[src/rtl/connect_n_game_fsm.sv]
// connect_n_game_fsm: Connect-N game-flow controller. Sequences new game,
// cursor moves, drop, drop sound, win/draw check and turn hand-off.
// Ports:
//   CLOCK_50, reset      clock, synchronous active-high reset
//   bt                   key code: 00 none, 01 right, 10 left, 11 select
//   col_full             per-column full flags from the board
//   done_drop_piece      datapath finished placing the piece
//   done_check_winner    winner result valid; winner = line completed
//   turn, col            current player and cursor column
//   game_state           0 start, 1 playing, 2 win, 3 draw
//   drop_a_piece         1-cycle drop command
//   check_for_winner     1-cycle win-check command
//   reset_ps2            1-cycle key decoder latch clear
//   sound_en             drop sound enable
//   rejected             1-cycle pulse: drop into a full column
//   move_count           pieces placed this game
// All outputs are registered.
module connect_n_game_fsm #(
  parameter int NUM_COLS     = 7,
  parameter int NUM_ROWS     = 6,
  parameter int NUM_PLAYERS  = 2,
  parameter int START_COL    = 0,
  parameter int WRAP         = 1,
  parameter int SOUND_CYCLES = 5000000,
  localparam int TW = (NUM_PLAYERS > 2) ?
                      $clog2(NUM_PLAYERS) : 1,
  localparam int CW = (NUM_COLS > 2) ?
                      $clog2(NUM_COLS) : 1,
  localparam int MW = $clog2(NUM_COLS * NUM_ROWS + 1)
) (
  input  logic                CLOCK_50,
  input  logic                reset,
  input  logic [1:0]          bt,
  input  logic [NUM_COLS-1:0] col_full,
  input  logic                done_drop_piece,
  input  logic                done_check_winner,
  input  logic                winner,
  output logic [TW-1:0]       turn,
  output logic [CW-1:0]       col,
  output logic [1:0]          game_state,
  output logic                drop_a_piece,
  output logic                check_for_winner,
  output logic                reset_ps2,
  output logic                sound_en,
  output logic                rejected,
  output logic [MW-1:0]       move_count
);

  localparam int SW = (SOUND_CYCLES > 1) ?
                      $clog2(SOUND_CYCLES) : 1;

  localparam logic [CW-1:0] FIRST_COL =
    CW'(START_COL);
  localparam logic [CW-1:0] LAST_COL =
    CW'(NUM_COLS - 1);
  localparam logic [TW-1:0] LAST_P =
    TW'(NUM_PLAYERS - 1);
  localparam logic [MW-1:0] ALL_CELLS =
    MW'(NUM_COLS * NUM_ROWS);
  localparam logic [SW-1:0] SND_LAST =
    SW'(SOUND_CYCLES - 1);

  typedef enum logic [3:0] {
    S_IDLE,
    S_START_WAIT,
    S_TURN,
    S_MV_L,
    S_MV_R,
    S_SEL_WAIT,
    S_DROP,
    S_SOUND,
    S_CHECK,
    S_WIN,
    S_DRAW
  } state_t;

  state_t state;
  state_t state_d;

  logic [TW-1:0] turn_d;
  logic [CW-1:0] col_d;
  logic [MW-1:0] moves_d;
  logic [SW-1:0] snd_cnt;
  logic [SW-1:0] snd_cnt_d;
  logic [1:0]    gs_d;
  logic          drop_d;
  logic          check_d;
  logic          ps2_d;
  logic          rej_d;
  logic          sound_d;
  logic          new_game;

  logic key_none;
  logic key_r;
  logic key_l;
  logic key_s;

  assign key_none = (bt == 2'b00);
  assign key_r    = (bt == 2'b01);
  assign key_l    = (bt == 2'b10);
  assign key_s    = (bt == 2'b11);

  always_comb begin
    state_d   = state;
    turn_d    = turn;
    col_d     = col;
    moves_d   = move_count;
    snd_cnt_d = snd_cnt;
    drop_d    = 1'b0;
    check_d   = 1'b0;
    ps2_d     = 1'b0;
    rej_d     = 1'b0;
    new_game  = 1'b0;
    gs_d      = 2'd1;
    sound_d   = 1'b0;

    case (state)
      S_IDLE, S_WIN, S_DRAW: begin
        if (key_s) begin
          state_d  = S_START_WAIT;
          new_game = 1'b1;
        end
      end

      S_START_WAIT: begin
        if (key_none) state_d = S_TURN;
      end

      S_TURN: begin
        unique case (1'b1)
          key_r:   state_d = S_MV_R;
          key_l:   state_d = S_MV_L;
          key_s:   state_d = S_SEL_WAIT;
          default: state_d = S_TURN;
        endcase
      end

      // The step is taken on release, so a held
      // key moves the cursor exactly once.
      S_MV_L: begin
        if (key_none) begin
          state_d = S_TURN;
          ps2_d   = 1'b1;
          if (col != '0)
            col_d = col - 1'b1;
          else if (WRAP != 0)
            col_d = LAST_COL;
          else
            col_d = '0;
        end
      end

      S_MV_R: begin
        if (key_none) begin
          state_d = S_TURN;
          ps2_d   = 1'b1;
          if (col != LAST_COL)
            col_d = col + 1'b1;
          else if (WRAP != 0)
            col_d = '0;
          else
            col_d = LAST_COL;
        end
      end

      S_SEL_WAIT: begin
        if (key_none) begin
          ps2_d = 1'b1;
          if (col_full[col]) begin
            state_d = S_TURN;
            rej_d   = 1'b1;
          end else begin
            state_d = S_DROP;
            drop_d  = 1'b1;
          end
        end
      end

      S_DROP: begin
        if (done_drop_piece) begin
          state_d   = S_SOUND;
          moves_d   = move_count + 1'b1;
          snd_cnt_d = '0;
        end
      end

      S_SOUND: begin
        if (snd_cnt == SND_LAST) begin
          state_d   = S_CHECK;
          check_d   = 1'b1;
          snd_cnt_d = '0;
        end else begin
          snd_cnt_d = snd_cnt + 1'b1;
        end
      end

      // Win is tested before the full-board draw.
      S_CHECK: begin
        if (done_check_winner) begin
          if (winner) begin
            state_d = S_WIN;
          end else if (move_count == ALL_CELLS) begin
            state_d = S_DRAW;
          end else begin
            state_d = S_TURN;
            if (turn == LAST_P)
              turn_d = '0;
            else
              turn_d = turn + 1'b1;
          end
        end
      end

      default: state_d = S_IDLE;
    endcase

    if (new_game) begin
      turn_d  = '0;
      col_d   = FIRST_COL;
      moves_d = '0;
      ps2_d   = 1'b1;
    end

    // Outputs are registered, so they follow the
    // state being entered, not the current one.
    case (state_d)
      S_IDLE, S_START_WAIT: gs_d = 2'd0;
      S_WIN:                gs_d = 2'd2;
      S_DRAW:               gs_d = 2'd3;
      default:              gs_d = 2'd1;
    endcase

    sound_d = (state_d == S_SOUND);
  end

  always_ff @(posedge CLOCK_50) begin
    if (reset) begin
      state            <= S_IDLE;
      turn             <= '0;
      col              <= FIRST_COL;
      move_count       <= '0;
      snd_cnt          <= '0;
      game_state       <= 2'd0;
      drop_a_piece     <= 1'b0;
      check_for_winner <= 1'b0;
      reset_ps2        <= 1'b0;
      sound_en         <= 1'b0;
      rejected         <= 1'b0;
    end else begin
      state            <= state_d;
      turn             <= turn_d;
      col              <= col_d;
      move_count       <= moves_d;
      snd_cnt          <= snd_cnt_d;
      game_state       <= gs_d;
      drop_a_piece     <= drop_d;
      check_for_winner <= check_d;
      reset_ps2        <= ps2_d;
      sound_en         <= sound_d;
      rejected         <= rej_d;
    end
  end

endmodule

[config.mk]
export PLATFORM = sky130hd
export DESIGN_NAME = connect_n_game_fsm
export DESIGN_NICKNAME = d
export VERILOG_FILES = /design/src/rtl/connect_n_game_fsm.sv
export SDC_FILE = /design/constraint.sdc
export NUM_CORES = 1
export LEC_CHECK = 0
export ABC_AREA = 1
export ABC_CLOCK_PERIOD_IN_PS = 4400
export CORE_MARGIN = 10
export CORE_UTILIZATION = 40
export CTS_BUF_LIST = sky130_fd_sc_hd__clkbuf_4
export DETAILED_ROUTE_END_ITERATION = 10
export GPL_ROUTABILITY_DRIVEN = 0
export RECOVER_POWER = 100
export SYNTH_ARGS = -nofsm -noshare
export SYNTH_HDL_FRONTEND = slang
export SYNTH_SLANG_ARGS = --single-unit
[constraint.sdc]
create_clock -name CLOCK_50 -period 4.4 [get_ports CLOCK_50]
set_input_delay 0.66 -clock CLOCK_50 [delete_from_list [all_inputs] [get_ports CLOCK_50]]
set_output_delay 0.66 -clock CLOCK_50 [all_outputs]
set_load 0.1 [all_outputs]
Word level (Yosys, flattened, before mapping)
Index checks and enable logic that the tools add are counted.
Storage, ports and cells
  word-level logic and storage cells: 93
  ROM bits: 0
  memory bits (writable): 0
  output and inout bits: 17
  bits in latches: 0
  bits in registers: 44
  memories kept: 0
Cells by class
  reduce and logical (&&, ||, !) cells: 17
  equal/unequal tests: 23
  bitwise logic cells: 5
  $mul: 0
  divide/modulo/power cells: 0
  add/subtract/negate cells: 5
  shifts and indexed selects: 0
  muxes and demuxes: 31
  order comparisons: 1
Operators with widths (count)
  23-bit 2-to-1 mux: 2
  23-bit case mux with 2 select lines: 1
  4-bit 2-to-1 mux: 8
  4-bit case mux with 7 select lines: 1
  23-bit by 1-bit adder with 23-bit output, second input constant: 1
  23-bit == test, second input constant: 1
  4-bit by 3-bit == test with 1-bit output, second input constant: 5
  4-bit == test, second input constant: 5
  3-bit 2-to-1 mux: 5
  3-bit OR reduction: 4
  1-bit 2-to-1 mux: 10
  3-bit case mux with 3 select lines: 1
  4-bit by 1-bit == test with 1-bit output, second input constant: 2
  4-bit by 2-bit == test with 1-bit output, second input constant: 2
  4-bit logical NOT: 2
  6-bit by 1-bit adder with 6-bit output, second input constant: 1
  6-bit == test, second input constant: 1
  2-bit != test, second input constant: 3
  2-bit case mux with 3 select lines: 1
  3-bit case mux with 2 select lines: 1
  2-bit OR reduction: 3
  1-bit inverter: 5
  2-bit == test, second input constant: 2
  3-bit by 4-bit less-than comparator with 1-bit output, second input constant: 1
  other kinds (12): 14

Logic depth before layout (Yosys ltp)
  word-level depth: 8
  gate-level depth with buffers: 12

Least setup slack after synthesis
Ideal clock, no wire load.
  path kind: register to register
  start: register col[0]
  end: register col[0]
  data required time: 4.314 ns
  arrival time: 2.106 ns
  setup slack: 2.208 ns
  stages on the path, launching flop included: 8
  library setup time: 0.086 ns
  path through: dfxtp_1 -> inv_1 -> ha_1 -> nand2_1 -> nand2_1 -> nand2_1 -> a21oi_1 -> a211oi_1
On the way
  longest elaborated chain between the ends: 4
  elaborated cells on any way between the ends: 9
  classes of those cells: add/sub (2); eq/ne (1); mux (5); reduce/logical (1)
Ends and longest elaborated chain
  from (decl): RTL line 39  | output logic [CW-1:0] col,
  from (signal assigned): RTL line 252  | col <= col_d;
  3-bit by 1-bit adder with 3-bit output, or another cell as far along: RTL line 158  | col_d = col + 1'b1;
  3-bit 2-to-1 mux (on tied branches): RTL line 157, 144
  3-bit 2-to-1 mux (on tied branches): RTL line 154, 141
  3-bit case mux with 2 select lines *: RTL line 117  | case (state)
Every way passes the cells marked *; elsewhere a longest branch is shown, timed or not. The select of a mux whose other input is x is not followed.
A chain may end at the register's enable or synchronous reset.

Final worst setup path
  start: input port reset
  end: register turn
On the way
  longest elaborated chain between the ends: 1
Ends and longest elaborated chain
  from (decl): RTL line 32  | input logic reset,
  2-bit OR reduction (no source line)
  to (signal assigned): RTL line 251  | turn <= turn_d;
  to (decl): RTL line 38  | output logic [TW-1:0] turn,
No other way between the ends.

==> results.yml <==
run_status:
  status: "finished, final reports clean"
route:
  drt_first_pass_iters: 7
  drtIter0Drc: 237
  vias: 2892
  post_drt_via_cell_ratio: 4.99
  wirelength_um: 7200
  ant_nets: 0
  drcViolationCount: 0
  avgRoutedWirePerCell_um: 12.4
sta:
  worst_slack_ns: 1.59
  finalCriticalPeriod_ns: 2.81
  setup_violations: 0
  rsz0062_at_grt: "no"
  finalCritPeriodShare_pct: 63.9
  drv_slew: 0
  max_freq_mhz: 356
  finalHoldViolCount: 0
  fin_setup_tns_ns: 0
  clock_skew_ns: 0.00897
  worst-slew-pin-transition_ns: 1.06
  max_slew_margin_pct: 29.4
setup_path:
  cp_slowest_cell: "clkbuf_1"
  cp.arrival_ns: 3.08
  endpoint_kind: "flop"
  reg2reg_slack_ns: 1.78
  crit_chain: "dlygate4sd3_1 > clkbuf_1 > inv_1 > nand2_1 > inv_1 > o21ai_0 > a21oi_1"
  startpoint_type: "primary input"
  path_class: "in -> reg"
  critical_path_required_ns: 4.67
  cpMostUsedCell: "inv_1"
  critPathMaxFanout: 22
  timing.rr.start: "state[1]"
  cpPeakStageDelay_ns: 0.78
  reg2reg_depth: 7
  r2r_end: "game_state[0]"
layout:
  finalNetCount: 504
  area_delta_synth_final_pct: 13.9
  antenna_cells: 0
  fill_cells: 730
  drive_above_1_share_pct: 7.87
die:
  fp.dieArea_um2: 10900
  rows: 30
  core_area_um2: 6870
  num_io_pins: 31
  die_w_um: 104
  die_h_um: 104
  start_util_pct: 41.6
power_and_ir_drop:
  p_seq_share_pct: 57.9
  leakage_nw: 1.41
  power_frac_clock_pct: 27.3
  swShare_pct: 29.9
  peakVddDrop_mv: 0.139
  p_int_mw: 0.496
  powerDensity_nw_per_um2: 218
  p_sw_mw: 0.212
  p_comb_share_pct: 14.8
synthesis:
  synth_edf_count: 0
  synth_nets: 474
  ys_seq_area_share_pct: 30.9
  syn_area_per_cell_um2: 6.32
  yosysMostFrequentCell: "nand2_1"
  yosys.area.top_type_share_pct: 30.9
  ys_top_cells_by_count: "nand2_1, inv_1, nor2_1, dfxtp_1, nand3_1"
  synth_area_leader_cell: "dfxtp_1"
  synth_cell_types: 35
  yosys_warnings: 0
  synth_area_um2: 2860
  ys_seq_elements: 44
  ys_top_cells_by_area: "dfxtp_1, nand2_1, nand3_1"
  async_flop_share_pct: 0
  syn_inst: 452
  ys.flop_type: "dfxtp_1"
clock_tree:
  root_buffer: "clkbuf_4"
  htreeDepth: 2
  worstSkewPairLatency_ns: 0.36
  cts_made_buffers: 5
  post_cts_buffers: 0
  cts_sinks: 44
  holdBufCountCts: 0
  cts_resized: 0
  clk_pin_slew_worst_paths_ns: 0.13
  tritoncts: "yes"
  clock_path_buffers: 2
global_route:
  antenna_found_initial: 0
  grt_pass1_vias: 2623
  grt_pass1_wl_um: 12300
  grt_max_degree: 23
  grtUsageTotal_pct: 13.0
  grt_overflow: 0
worst_hold_path:
  hold_path_class: "reg -> reg"
  holdPathEnd: "turn"
  hold_start: "turn"
  hold-path-cell-count: 2
placement:
  post-place-ws_ns: 2.09
  dpl.hpwl_um: 5530
  io_buffers: 30
flow_run:
  drv_cap: 0
-- area by class of cell --
cell class              count  area (µm²)  share of cell area, %
flip-flops and latches     44         881                   27.1
inverters                  63         236                   7.27
clock buffers               5        37.5                   1.15
clock inverters             3        13.8                  0.423
repair buffers             31         304                   9.35
multi-input cells         337        1660                   51.0
well taps                  96         120                   3.69
-- metal layers --
metal / wire, µm / vias to the layer above / GRT usage, % / share of wire, %
li1: - / 1516 / - / -
met4: 51 / 0 / 3.18 / 0.71
met1: 3660 / 1292 / 17.8 / 51
met2: 3020 / 77 / 19.6 / 42
met5: 0 / - / 0 / 0
met3: 468 / 7 / 3.35 / 6.5
-- cells in the final DEF, fill, tap and decap left out --
master / n
a211oi_1: 2
a21oi_1: 31
a21oi_2: 2
a31oi_1: 1
clkbuf_1: 1
clkbuf_4: 5
clkdlybuf4s50_1: 12
clkinv_1: 2
clkinv_2: 2
dfxtp_1: 44
dlygate4sd3_1: 18
ha_1: 8
inv_1: 56
inv_2: 6
nand2_1: 124
nand2_2: 6
nand2_4: 2
nand3_1: 43
nand3_2: 2
nand3b_1: 2
nand4_1: 13
nor2_1: 52
nor2_2: 4
nor2_4: 1
nor2_8: 1
nor3_1: 10
nor3_2: 2
nor3b_1: 1
o21a_1: 1
o21ai_0: 16
o21ai_1: 1
o21ai_2: 2
o21bai_1: 2
o22ai_1: 3
or2_2: 3
xnor2_1: 1
xor2_1: 1
-- flip-flops by register name, summed over array words and instances, names as in the netlist --
register          cells
check_for_winner      1
col                   3
drop_a_piece          1
game_state            2
move_count            6
rejected              1
reset_ps2             1
snd_cnt              23
sound_en              1
state                 4
turn                  1
-- worst max-delay path, delay by kind of cell --
family | cells | cell delay [ns]
buffers and inverters | 4 | 1.81
and+or+nand+nor | 1 | 0.45
AOI/OAI and AO/OA | 2 | 0.14
-- how the worst max path moves through the flow --
stage	slack [ns]	from	endpoint	depth (start not counted)
2_1_floorplan	2.21	col[0]	col[0]	7
3_3_place_gp	2.11	col[0]	col[0]	1
3_5_place_dp	2.09	col[0]	col[0]	1
4_1_cts	1.67	col[0]	col[0]	1
5_1_grt	1.32	reset	col[2]	7
6_report	1.59	reset	turn	7
-- kinds of logic (layout without fill, tap and decap cells) --
family | Yosys count | in the layout | synth area share (%)
flip-flops | 44 | 44 | 30.8
buffers and inverters | 71 | 102 | 10.4
adder cells (fa/ha/maj) | 8 | 8 | 3.51
AND/OR/NAND/NOR | 266 | 266 | 42.8
XOR/XNOR | 2 | 2 | 0.614
AO/OA/AOI/OAI | 61 | 61 | 11.8
-- stage by stage --
| stage | hold slack [ns] | std cells | power [mW] | area [µm²] | utilization (%) |
|---|---|---|---|---|---|
| 2_1_floorplan | 0.457 | 452 | 0.490 | 2860 | - |
| 3_3_place_gp | 0.449 | 571 | 0.525 | 3220 | 46.9 |
| 3_5_place_dp | 0.462 | 571 | 0.524 | 3220 | 46.9 |
| 4_1_cts | 0.482 | 579 | 0.717 | 3270 | 47.7 |
| 5_1_grt | 0.507 | 579 | 0.740 | 3250 | 47.4 |
| 6_report | 0.471 | 579 | 0.708 | 3250 | 47.4 |
-- power by group through the flow --
stage	clock network, mW	logic, mW	registers (mW)
finish	0.193	0.105	0.410
CTS	0.201	0.106	0.410
detailed placement	0	0.105	0.419
global route	0.212	0.118	0.411
floorplan	0	0.0557	0.434
global placement	0	0.106	0.419
(Power assumes the default switching activity.)
